$ cat src/rtl/id_ex_operand_stage.sv
// ID/EX operand stage: selects register-file operands with same-cycle
// writeback bypass, detects load-use hazards, and holds the EX-stage register.
module id_ex_operand_stage #(
    parameter int XLEN   = 32,
    parameter int CTRL_W = 16
) (
    input  logic              i_clk,
    input  logic              i_reset,
    input  logic              i_id_valid,
    input  logic [XLEN-1:0]   i_id_pc,
    input  logic [4:0]        i_id_rs1_addr,
    input  logic [4:0]        i_id_rs2_addr,
    input  logic              i_id_use_rs1,
    input  logic              i_id_use_rs2,
    input  logic [4:0]        i_id_rd_addr,
    input  logic              i_id_rd_wren,
    input  logic              i_id_is_load,
    input  logic [XLEN-1:0]   i_id_imm,
    input  logic [CTRL_W-1:0] i_id_ctrl,
    input  logic [XLEN-1:0]   i_rs1_data,
    input  logic [XLEN-1:0]   i_rs2_data,
    input  logic [4:0]        i_wb_rd_addr,
    input  logic              i_wb_rd_wren,
    input  logic [XLEN-1:0]   i_wb_rd_data,
    input  logic              i_flush,
    input  logic              i_ex_stall,
    output logic              o_id_stall,
    output logic              o_ex_valid,
    output logic [XLEN-1:0]   o_ex_pc,
    output logic [XLEN-1:0]   o_ex_rs1_data,
    output logic [XLEN-1:0]   o_ex_rs2_data,
    output logic [4:0]        o_ex_rs1_addr,
    output logic [4:0]        o_ex_rs2_addr,
    output logic [4:0]        o_ex_rd_addr,
    output logic              o_ex_rd_wren,
    output logic              o_ex_is_load,
    output logic [XLEN-1:0]   o_ex_imm,
    output logic [CTRL_W-1:0] o_ex_ctrl,
    output logic [31:0]       o_lu_bubble_cnt
);

    logic              r_ex_valid;
    logic [XLEN-1:0]   r_ex_pc;
    logic [XLEN-1:0]   r_ex_rs1_data;
    logic [XLEN-1:0]   r_ex_rs2_data;
    logic [4:0]        r_ex_rs1_addr;
    logic [4:0]        r_ex_rs2_addr;
    logic [4:0]        r_ex_rd_addr;
    logic              r_ex_rd_wren;
    logic              r_ex_is_load;
    logic [XLEN-1:0]   r_ex_imm;
    logic [CTRL_W-1:0] r_ex_ctrl;
    logic [31:0]       r_lu_bubble_cnt;

    logic [XLEN-1:0]   w_rs1_sel;
    logic [XLEN-1:0]   w_rs2_sel;
    logic              w_lu;

    // Operand select: x0 reads as zero, otherwise bypass a same-cycle WB write
    always_comb begin
        w_rs1_sel = i_rs1_data;
        w_rs2_sel = i_rs2_data;
        if (i_id_rs1_addr == 5'd0) begin
            w_rs1_sel = '0;
        end else if (i_wb_rd_wren && (i_wb_rd_addr == i_id_rs1_addr)) begin
            w_rs1_sel = i_wb_rd_data;
        end
        if (i_id_rs2_addr == 5'd0) begin
            w_rs2_sel = '0;
        end else if (i_wb_rd_wren && (i_wb_rd_addr == i_id_rs2_addr)) begin
            w_rs2_sel = i_wb_rd_data;
        end
    end

    // Load-use hazard against the load currently in EX, and the IF/ID hold
    always_comb begin
        w_lu = r_ex_valid && r_ex_is_load && r_ex_rd_wren && (r_ex_rd_addr != 5'd0) &&
               i_id_valid &&
               ((i_id_use_rs1 && (i_id_rs1_addr == r_ex_rd_addr)) ||
                (i_id_use_rs2 && (i_id_rs2_addr == r_ex_rd_addr)));
        o_id_stall = (w_lu || i_ex_stall) && !i_flush;
    end

    // EX register: flush > downstream stall > load-use bubble > load
    always_ff @(posedge i_clk or posedge i_reset) begin
        if (i_reset) begin
            r_ex_valid      <= 1'b0;
            r_ex_pc         <= '0;
            r_ex_rs1_data   <= '0;
            r_ex_rs2_data   <= '0;
            r_ex_rs1_addr   <= '0;
            r_ex_rs2_addr   <= '0;
            r_ex_rd_addr    <= '0;
            r_ex_rd_wren    <= 1'b0;
            r_ex_is_load    <= 1'b0;
            r_ex_imm        <= '0;
            r_ex_ctrl       <= '0;
            r_lu_bubble_cnt <= '0;
        end else if (i_flush) begin
            r_ex_valid <= 1'b0;
        end else if (i_ex_stall) begin
            r_ex_valid <= r_ex_valid;
        end else if (w_lu) begin
            r_ex_valid      <= 1'b0;
            r_ex_rd_wren    <= 1'b0;
            r_ex_is_load    <= 1'b0;
            r_lu_bubble_cnt <= r_lu_bubble_cnt + 32'd1;
        end else begin
            r_ex_valid    <= i_id_valid;
            r_ex_pc       <= i_id_pc;
            r_ex_rs1_data <= w_rs1_sel;
            r_ex_rs2_data <= w_rs2_sel;
            r_ex_rs1_addr <= i_id_rs1_addr;
            r_ex_rs2_addr <= i_id_rs2_addr;
            r_ex_rd_addr  <= i_id_rd_addr;
            r_ex_rd_wren  <= i_id_rd_wren;
            r_ex_is_load  <= i_id_is_load;
            r_ex_imm      <= i_id_imm;
            r_ex_ctrl     <= i_id_ctrl;
        end
    end

    assign o_ex_valid      = r_ex_valid;
    assign o_ex_pc         = r_ex_pc;
    assign o_ex_rs1_data   = r_ex_rs1_data;
    assign o_ex_rs2_data   = r_ex_rs2_data;
    assign o_ex_rs1_addr   = r_ex_rs1_addr;
    assign o_ex_rs2_addr   = r_ex_rs2_addr;
    assign o_ex_rd_addr    = r_ex_rd_addr;
    assign o_ex_rd_wren    = r_ex_rd_wren;
    assign o_ex_is_load    = r_ex_is_load;
    assign o_ex_imm        = r_ex_imm;
    assign o_ex_ctrl       = r_ex_ctrl;
    assign o_lu_bubble_cnt = r_lu_bubble_cnt;

endmodule

$ cat config.mk
export PLATFORM = sky130hd
export DESIGN_NAME = id_ex_operand_stage
export DESIGN_NICKNAME = d
export VERILOG_FILES = /design/src/rtl/id_ex_operand_stage.sv
export SDC_FILE = /design/constraint.sdc
export NUM_CORES = 1
export LEC_CHECK = 0
export BUFFER_PORTS_ARGS = -buffer_cell sky130_fd_sc_hd__buf_2
export CAP_MARGIN = 20
export CELL_PAD_IN_SITES_DETAIL_PLACEMENT = 1
export CELL_PAD_IN_SITES_GLOBAL_PLACEMENT = 2
export CORE_MARGIN = 3
export CORE_UTILIZATION = 26
export DETAILED_ROUTE_END_ITERATION = 8
export PLACE_DENSITY_LB_ADDON = 0.12
export SLEW_MARGIN = 30
export SYNTH_ARGS = -nofsm -noshare
export SYNTH_HDL_FRONTEND = slang
export SYNTH_SLANG_ARGS = --single-unit
$ cat constraint.sdc
create_clock -name i_clk -period 6.3 [get_ports i_clk]
set_input_delay 0.63 -clock i_clk [delete_from_list [all_inputs] [get_ports i_clk]]
set_output_delay 0.63 -clock i_clk [all_outputs]
set_load 0.02 [all_outputs]
* Yosys cells after proc, flatten, opt, wreduce, memory -nomap -nowiden
Cells that the tools add are included.
** Cells by class
- $add $sub $neg :: 1
- Equal/unequal tests :: 5
- Mux-type cells :: 9
- Bitwise logic cells :: 3
- Reductions and logical operators :: 19
** Operator list (number)
- 2-to-1 mux 32 bit :: 4
- adder 32 x 1 -> 32 bit (second input constant) :: 1
- equality test 5 bit :: 4
- logical AND 1 bit :: 10
- logical NOT 5 bit :: 2
- AND reduction 3 bit :: 2
- 2-to-1 mux 1 bit :: 5
- nonzero test 5 bit :: 1
- NOT 1 bit :: 3
- logical OR 1 bit :: 2
- inequality test 2 bit (second input constant) :: 1
- AND reduction 2 bit :: 1
- logical NOT 1 bit :: 1
** Word-level totals
- Bits in registers :: 194
- Input bits :: 206
- Output and inout port bits :: 195
- Logic and storage cells :: 49

* Longest topological paths before layout
Gate-level depths: netlist of the first run.
- Depth after elaboration :: 8
- Depth in mapped cells :: 9

* Worst setup path before layout of the first run
No wires, ideal clock.
- Kind :: input -> output
- From :: input port i_id_rs1_addr[4]
- To :: output port o_id_stall
- Arrival time :: 1.879 ns
- Setup slack :: 3.791 ns
- Stages :: 6
- Buffers on the path :: 1
- Path through :: xnor2_1 > nand4_1 > o22ai_2 > nand2_1 > clkbuf_1 > a21oi_1
** On the way
- Longest elaborated chain between the ends :: 6
** Ends and longest elaborated chain
- start, declared :: RTL line 11 : input logic [4:0] i_id_rs1_addr,
- equality test 5 bit :: RTL line 79 : ((i_id_use_rs1 && (i_id_rs1_addr == r_ex_rd_addr)) ||
- logical AND 1 bit :: RTL line 79
- logical OR 1 bit :: RTL line 79
- logical AND 1 bit :: RTL line 78 : i_id_valid &&
- logical OR 1 bit :: RTL line 81 : o_id_stall = (w_lu || i_ex_stall) && !i_flush;
- logical AND 1 bit :: RTL line 81
- end, declared :: RTL line 27 : output logic o_id_stall,
No other way between the ends.

* Worst setup path in the final report of the first run
- From :: register r_ex_rd_addr[1] (netlist: o_ex_rd_addr[1])
- To :: output port o_id_stall
** On the way
- Longest elaborated chain between the ends :: 6
- Elaborated cells between the ends (all ways) :: 11
** Ends and longest elaborated chain
- start, declared :: RTL line 48 : logic [4:0] r_ex_rd_addr;
- start signal, assigned :: RTL line 115 : r_ex_rd_addr <= i_id_rd_addr;
- equality test 5 bit, or another cell as far along :: RTL line 79
- logical AND 1 bit (on tied branches) :: RTL line 79, 77, 80
- logical OR 1 bit / logical AND 1 bit (equally long branches) :: RTL line 79, 77
- logical AND 1 bit * :: RTL line 78
- logical OR 1 bit * :: RTL line 81
- logical AND 1 bit * :: RTL line 81
Mark *: on every way between the ends. The rest lies on a longest branch, timed or not.

==> results of run 1 <==
[critical path: cells and delay by family, from the launching register on]
kind                      cells  cell delay [ns]
DFF                           1             0.47
and+or+nand+nor               2             0.63
buffers and inverters         1             0.19
xor gates and xnor gates      1             0.19
AOI/OAI and AO/OA             2             0.57
[cells in the mapped netlist (all sizes together)]
| library cell | number |
|---|---|
| dfrtp | 194 |
| mux2 | 96 |
| nand2 | 77 |
| mux2i | 64 |
| o31ai | 64 |
| buf | 28 |
| xor2 | 26 |
| xnor2 | 25 |
| clkbuf | 16 |
| nand4 | 16 |
| nor2 | 12 |
| nor4 | 10 |
| nand3 | 9 |
| nor3 | 9 |
| inv | 8 |
| and3 | 6 |
| o21ai | 4 |
| a21oi | 3 |
| and4 | 2 |
| or3 | 2 |
| or4 | 2 |
| a211o | 1 |
| and2 | 1 |
| ha | 1 |
| o22ai | 1 |
[area by class of cell]
type	count	area share
clock inverter	11	0.0132
antenna	3	0.000638
sequential	194	0.413
multi-input combinational	431	0.305
clock buffer	21	0.0383
inverter	8	0.00319
timing repair buffer	409	0.180
tap	442	0.0470
[registers in the layout (all words and copies together), names as in the netlist]
signal	cells
o_ex_imm	32
o_ex_pc	32
o_ex_rs1_data	32
o_ex_rs2_data	32
o_lu_bubble_cnt	32
o_ex_ctrl	16
o_ex_rd_addr	5
o_ex_rs1_addr	5
o_ex_rs2_addr	5
o_ex_is_load	1
o_ex_rd_wren	1
o_ex_valid	1
[kinds of logic (layout without fill, tap and decap cells)]
| logic type | count (synthesis) | after routing | synth area share |
|---|---|---|---|
| compound gates | 73 | 73 | 0.0614 |
| xor+xnor | 51 | 51 | 0.0511 |
| other cells | 0 | 3 | 0 |
| buf+inv | 52 | 449 | 0.0378 |
| fa+ha+maj | 1 | 1 | 0.00143 |
| flops | 194 | 194 | 0.555 |
| mux | 160 | 160 | 0.215 |
| simple gates | 146 | 146 | 0.0785 |
[worst paths after layout]
check	endpoint	startpoint	slack (ns)	cells after the start
max	o_id_stall	o_ex_rd_addr[1]	3.18	6
max in group asynchronous	o_lu_bubble_cnt[9]	i_reset	4.79	3
min in group i_clk	o_ex_pc[5]	i_id_pc[5]	0.42	2
min reg2reg	o_ex_rs2_data[1]	o_ex_rs2_data[1]	0.47	2
min	o_ex_pc[13]	i_reset	0.33	2
max reg2reg	o_ex_pc[17]	o_ex_rd_addr[1]	3.38	6
[metal layers]
| layer | up-vias | wire, um | global-route usage |
|---|---|---|---|
| li1 | 3185 | - | - |
| met1 | 3312 | 12900 | 0.207 |
| met2 | 219 | 14900 | 0.280 |
| met3 | 30 | 2270 | 0.0637 |
| met4 | 12 | 506 | 0.0446 |
| met5 | - | 80 | 0 |
[cell usage in the layout (no fill, tap or decap), types with 15 or more instances in the layout]
| master | instances |
|---|---|
| buf_2 | 400 |
| clkbuf_16 | 17 |
| dfrtp_1 | 194 |
| mux2_2 | 54 |
| mux2_4 | 42 |
| mux2i_1 | 64 |
| nand2_1 | 77 |
| nand4_1 | 15 |
| o31ai_1 | 64 |
| xnor2_1 | 25 |
| xor2_1 | 26 |
[power by group]
group | total, mW | switching [mW] | internal, mW | leakage (nW)
sequential | 1.47 | 0.0815 | 1.39 | 2.37
clock | 1.15 | 0.507 | 0.641 | 0.285
combinational | 0.733 | 0.434 | 0.299 | 3.15
total | 3.35 | 1.02 | 2.33 | 5.80
==> metrics, run 1 <==
Layout area overhead 34.5%; TritonCTS clock tree done; initial DRC count 234; row cnt 66; layout cell share with drive strength beyond 1 0.506; critical path class reg2out; sequential element share of the synthesized area 0.555; Final Skew 0.0106 ns; dpl hpwl 22800 um; leak pwr 5.80 nW; total power 3.35 mW; Synth area leader dfrtp_1; GRT Total Usage 0.169; critical path's largest stage delay ~0.48 ns; Post-DP Area around 0.011 mm2; Tightest Hold Check Type in2async; first-pass GRT wire length 46400 um; synthesized instance count about 680; outcome complete, no violations; die height 189 um; vias per std cell 4.45; pwr dens around 280 mW/mm2; Hold Vio Cnt, Final 0; die area 0.0359 mm2; GP Congestion 0.741; slew margin rel. 0.504; count of different cell masters after synthesis 30; CP arrival around 2.5 ns; port bufs 400; Synth Register Bits 194; clk buf depth 2; Synth area leaders dfrtp_1, mux2i_1, mux2_4, mux2_2, o31ai_1; vias in the first global route approximately 7300; Final setup viols 0; Worst VDD drop 183 uV; top-area cell type share of the netlist area 0.555; Post-Place Setup Slack 3.03 ns; Required @ worst endpoint ~5.7 ns; Setup WS post-layout 3.18 ns; placed cell count 1484; CP cell instances xnor2_1, nand4_1, o22ai_2, nand2_1, a21oi_1, buf_2; vias after detailed routing 6758; worst-margin pin slew 0.743 ns; H-Tree Depth 4; wirelength, routed 30600 um; router iterations before antenna repair 4; number of nets still failing antenna checks after routing 0; largest net degree at the start of global routing roughly 120; post-layout instance area 0.0118 mm2; IO Count about 400; post-synthesis average cell area around 13 um2; fin crit share 0.496; Layout Cells excl Fill between 1500 and 2000; Max Clock Freq 0.320 GHz; post-layout util 0.358; mapped cell area 0.00875 mm2; Fill cells 3764; Initial Util 0.266; mean routed wirelength per cell 20.1 um; syn nets 884; RSZ-0062 raised after global routing no; CTS Root Cell clkbuf_16; fin. max-slew vios 0; Reg area 0.00485 mm2; nets 1268; Multi-input gate area 0.00359 mm2; Clock Pin Slew Worst Setup and Hold Paths 0.07 ns; Worst path slowest cell nand2_1; CP max FO 16; Clock Latency Late Sink 0.44 ns; die width approximately 190 um; final setup TNS 0 ns; grt total ovfl 0; CTS Hold Bufs 0; Core Region ~0.033 mm2; hold_ws 0.331 ns; CP Capture Type primary output; minimum clock period 3.12 ns; # resized after CTS 0; max cap viols 0; Clock Sink Count 194; DRC Markers 0; clock buffer count from CTS 17; CP Launch Type flip-flop; initial antenna violation count 9; Ys Warns 0; Post-CTS Setup Repair Bufs 0
Power figures use the tool's default switching activity.
==> inputs of run 2 (changes only) <==
- ABC_AREA: unset -> 1
- CORE_UTILIZATION: 26 -> 23
- clock period: 6.3 -> 2.7 ns (I/O delays scaled with it)
==> metrics, run 2 <==
layout cell share with drive strength beyond 1 0.252; Internal Power 5.01 mW; syn nets between 1500 and 2000; vias after detailed routing 10213; count leader, synth nand2_1; port bufs 400; die area about 0.046 mm2; wirelength, routed slightly above 40000 um; slew margin rel. 0.514; max cap viols 0; hold_ws 0.0414 ns; CP Launch Type flip-flop; Final Skew 0.0103 ns; Reg2Reg Depth 11; Critical path origin o_ex_rd_addr[0]; Clock Latency Late Sink 0.46 ns; Async SR Flop Fraction 1.00; number of nets still failing antenna checks after routing 0; GP Congestion 0.801; Clock Sink Count between 150 and 200; minimum clock period 2.42 ns; Synth top cells by count nand2_1, dfrtp_1, nor2_1; die width 214 um; RSZ-0062 raised after global routing no; dpl hpwl 30000 um; most frequent cells in the layout nand2_1, buf_2, dfrtp_1; outcome complete, no violations; Initial Util 0.235; H-Tree Depth 4; Synth Register Bits 194; power share of the clock group 0.334; Primary FF master, synth dfrtp_1; total power 7.62 mW; Comb pwr share 0.220; # resized after CTS 0; switching part of the total power 0.342; FF-to-FF Start o_ex_rd_addr[0]; met2 Track Usage GR 0.287; DRC Markers 0; GRT met3 Usage 0.0604; vias per std cell 4.24; Synth area leader dfrtp_1; CP arrival around 2.2 ns; critical path class reg2out; post-layout instance area 0.0132 mm2; Layout area overhead 33.1%; pwr dens between 500 and 600 mW/mm2; placed cell count between 2000 and 2500; fin crit share 0.898; Tightest Hold Check Type in2reg; grt met1 use 0.231; post-layout util 0.312; Synth area leaders dfrtp_1, nand2_1, nor2_1, nand3_1, inv_1; initial DRC count roughly 470; reg2reg setup slack 0.67 ns; commonest non-fill, non-tap cell in the layout nand2_1; grt total ovfl 0; synthesized instance count 1441; largest net degree at the start of global routing 99; clk buf depth 2; Hold Vio Cnt, Final 0; number of flops mapped to enable cells by yosys 0; post-synthesis average cell area slightly below 7 um2; clock buffer count from CTS 17; top-area cell type share of the netlist area 0.489; vias in the first global route about 11000; Max Clock Freq 0.413 GHz; TritonCTS clock tree done; nets 2018; initial antenna violation count 17; Core Region approximately 0.042 mm2; IO Count around 400; router iterations before antenna repair 4; Final setup viols 0; Layout Cells excl Fill 2409; row cnt 75; Ys Warns 0; leak pwr between 7 and 8 nW; Flop pwr share 0.446; GRT Total Usage 0.180; fin. max-slew vios 0; sequential element share of the synthesized area 0.489; Top Usage Layer GRT met2; CP Capture Type primary output; CTS Root Cell clkbuf_16; worst-margin pin slew 0.729 ns; Post-DP Area 0.0126 mm2; RR Endpoint o_ex_rs2_data[8]; Net Sw Power roughly 2.6 mW; mapped cell area around 0.01 mm2; count of different cell masters after synthesis 23; CP max FO 16; crit path capture o_id_stall; mean routed wirelength per cell 17.0 um; Clock Pin Slew Worst Setup and Hold Paths about 0.080 ns; die height 214 um; first-pass GRT wire length 63200 um; Required @ worst endpoint between 2 and 2.5 ns; Worst VDD drop 273 uV
[run 2: through the flow]
step                TNS [ns]  setup slack [ns]
CTS                        0             0.186
global placement           0             0.665
global route               0            0.0153
detailed placement         0             0.618
finish                     0             0.276
floorplan             -14.44           -0.0744
[run 2: power by group through the flow]
stage	sequential [mW]	combinational, mW	clock, mW
global route	3.44	1.88	2.77
finish	3.40	1.68	2.54
CTS	3.40	1.72	2.67
global placement	3.46	1.70	0
detailed placement	3.46	1.72	0
floorplan	3.83	0.539	0
[run 2: cell type report]
type / instances / area [um2]
Multi-Input combinational cell: 1081 / 4430
Antenna cell: 8 / 20.0
Clock inverter: 13 / 119
Tap cell: 577 / 722
Clock buffer: 19 / 443
Timing Repair Buffer: 419 / 2250
Fill cell: 5398 / 29100
Sequential cell: 194 / 4850
Inverter: 98 / 372
[run 2: timing repair]
action / in CTS / in global routing
hold endpoints to repair: 3 / 0
endpoints found under the setup margin: 0 / 0
hold buffers: 3 / 0
buffers inserted: 0 / 0
[run 2: cells by family after synthesis]
| family | after synthesis | share of synthesized area |
|---|---|---|
| xor+xnor | 26 | 0.0229 |
| fa+ha+maj | 1 | 0.00126 |
| buf+inv | 166 | 0.0702 |
| simple gates | 1044 | 0.411 |
| compound gates | 10 | 0.00529 |
| flops | 194 | 0.489 |
[run 2: worst min-delay path by stage]
stage                              from             to  slack, ns  depth (start not counted)
after floorplan            i_id_is_load   o_ex_is_load       0.38                          2
after global placement      o_ex_pc[15]    o_ex_pc[15]       0.45                          2
after detailed placement  o_ex_ctrl[14]  o_ex_ctrl[14]       0.45                          2
after CTS                 i_id_ctrl[15]  o_ex_ctrl[15]     0.0002                          3
after global routing       i_id_ctrl[1]   o_ex_ctrl[1]       0.02                          3
final                       i_id_pc[30]    o_ex_pc[30]       0.04                          3
[run 2: critical path, cell delays in order, from the launching register on]
cell and delay [ns]:
dfrtp_1 0.43, inv_1 0.10, nand2_1 0.07, nand2_1 0.05
nor2_1 0.10, nand3_1 0.08, nand2_1 0.19, nand2_4 0.22
o21ai_0 0.22, buf_2 0.23
[run 2: layer usage]
layer,wire length [um],vias to the layer above
li1,-,5081
met1,18700,4813
met2,18400,247
met3,3060,52
met4,761,20
met5,130,-
==> inputs of run 3 (changes only) <==
- CELL_PAD_IN_SITES_DETAIL_PLACEMENT: 1 -> 0
==> metrics, run 3 (same netlist as run 2, synthesis figures left out) <==
CP max FO 16; port bufs 400; max cap viols 0; clock buffer count from CTS 17; Clock Pin Slew Worst Setup and Hold Paths 0.08 ns; CP bufs+invs 2; total power roughly 7.7 mW; H-Tree Depth 4; die width 214 um; Post-CTS Setup Repair Bufs 0; die height 214 um; CP Launch Type flip-flop; Post-DP Area 0.0126 mm2; mean routed wirelength per cell about 16 um; Final Skew approximately 0.0097 ns; CTS Hold Bufs 2; slew margin rel. 0.530; grt total ovfl 0; largest net degree at the start of global routing 99; minimum clock period 2.45 ns; fin crit share 0.908; CP delay by family, top simple AND/OR/NAND/NOR gates; router iterations before antenna repair 5; most frequent cells in the layout nand2_1, buf_2, dfrtp_1; post-layout instance area between 0.01 and 0.015 mm2; Final setup viols 0; Layout area overhead 33.1%; CP Capture Type primary output; GRT Total Usage 0.173; Clock Sink Count 194; dpl hpwl approximately 29000 um; leak pwr 7.91 nW; Most common cell on crit path nand2_1; Max Clock Freq 0.408 GHz; critical path class reg2out; wirelength, routed 39600 um; worst-margin pin slew 0.706 ns; # resized after CTS 0; vias in the first global route 10235; Required @ worst endpoint roughly 2.4 ns; CP cell instances inv_1, nand2_1, nand2_1, nor2_1, nand3_1, nand2_1, nand2_4, o21ai_0, buf_2; row cnt 75; first-pass GRT wire length 60700 um; vias per std cell between 4 and 5; nets 2017; Clock Latency Late Sink 0.46 ns; DRC Markers 0; outcome complete, no violations; layout cell share with drive strength beyond 1 0.253; initial antenna violation count 17; Core Region 0.0423 mm2; pwr dens 579 mW/mm2; die area 0.0457 mm2; Hold Vio Cnt, Final 0; TritonCTS clock tree done; CTS Root Cell clkbuf_16; RSZ-0062 raised after global routing no; Tightest Hold Check Type in2reg; initial DRC count 625; fin. max-slew vios 0; critical path's largest stage delay between 0.4 and 0.5 ns; vias after detailed routing 10042; clk buf depth 2; Worst path slowest cell dfrtp_1; commonest non-fill, non-tap cell in the layout nand2_1; IO Count roughly 400; GP Congestion 0.801; Initial Util 0.235; CP arrival 2.18 ns; number of nets still failing antenna checks after routing 0; Worst VDD drop approximately 280 uV
[run 3: final cells by class]
type                            instances  area [um2]
Sequential cell                       194        4850
Multi-Input combinational cell       1081        4430
Tap cell                              577         722
Antenna cell                            9        22.5
Fill cell                            4814       29100
Timing Repair Buffer                  418        2240
Clock buffer                           17         425
Inverter                               98         372
Clock inverter                         15         149
[run 3: layer usage]
layer / wire [um] / track usage / share of wire
met1: 18000 / 0.222 / 0.45
met2: 17600 / 0.276 / 0.45
met3: 3390 / 0.0639 / 0.086
met4: 486 / 0.0435 / 0.012
met5: 95 / 0 / 0.0024
[run 3: per-stage QoR]
| step | setup slack [ns] | cells | setup TNS (ns) | hold WS (ns) | util |
|---|---|---|---|---|---|
| 4_1_cts | 0.208 | 2400 | 0 | 0.00155 | 0.312 |
| 6_report | 0.248 | 2409 | 0 | 0.0398 | 0.312 |
| 2_1_floorplan | -0.0744 | 1441 | -14.44 | 0.380 | - |
| 3_5_place_dp | 0.671 | 2366 | 0 | 0.453 | 0.298 |
| 3_3_place_gp | 0.665 | 2366 | 0 | 0.450 | 0.298 |
| 5_1_grt | 0.0522 | 2403 | 0 | 0.0193 | 0.312 |
[run 3: worst register-to-register path: cells and delay by family (launching register included)]
| family | cells | cell delay, ns |
|---|---|---|
| DFF | 1 | 0.43 |
| buffers and inverters | 2 | 0.37 |
| and+or+nand+nor | 9 | 1.16 |
[run 3: path summary, 6_finish.rpt]
check,cells past startpoint,endpoint,start,slack (ns)
min,3,o_ex_pc[11],i_id_pc[11],0.04
max in group asynchronous,4,o_ex_rs1_data[4],i_reset,1.67
max,9,o_id_stall,o_ex_rd_addr[0],0.25
min reg2reg,2,o_ex_rs2_addr[3],o_ex_rs2_addr[3],0.47
max reg2reg,11,o_ex_rs2_data[6],o_ex_rd_addr[0],0.68
min in group asynchronous,4,o_ex_imm[13],i_reset,0.50
[run 3: power breakdown]
part	switching (mW)	internal, mW	leakage [nW]
Combinational	1.11	0.554	5.18
Clock	1.29	1.30	0.277
Sequential	0.182	3.22	2.45
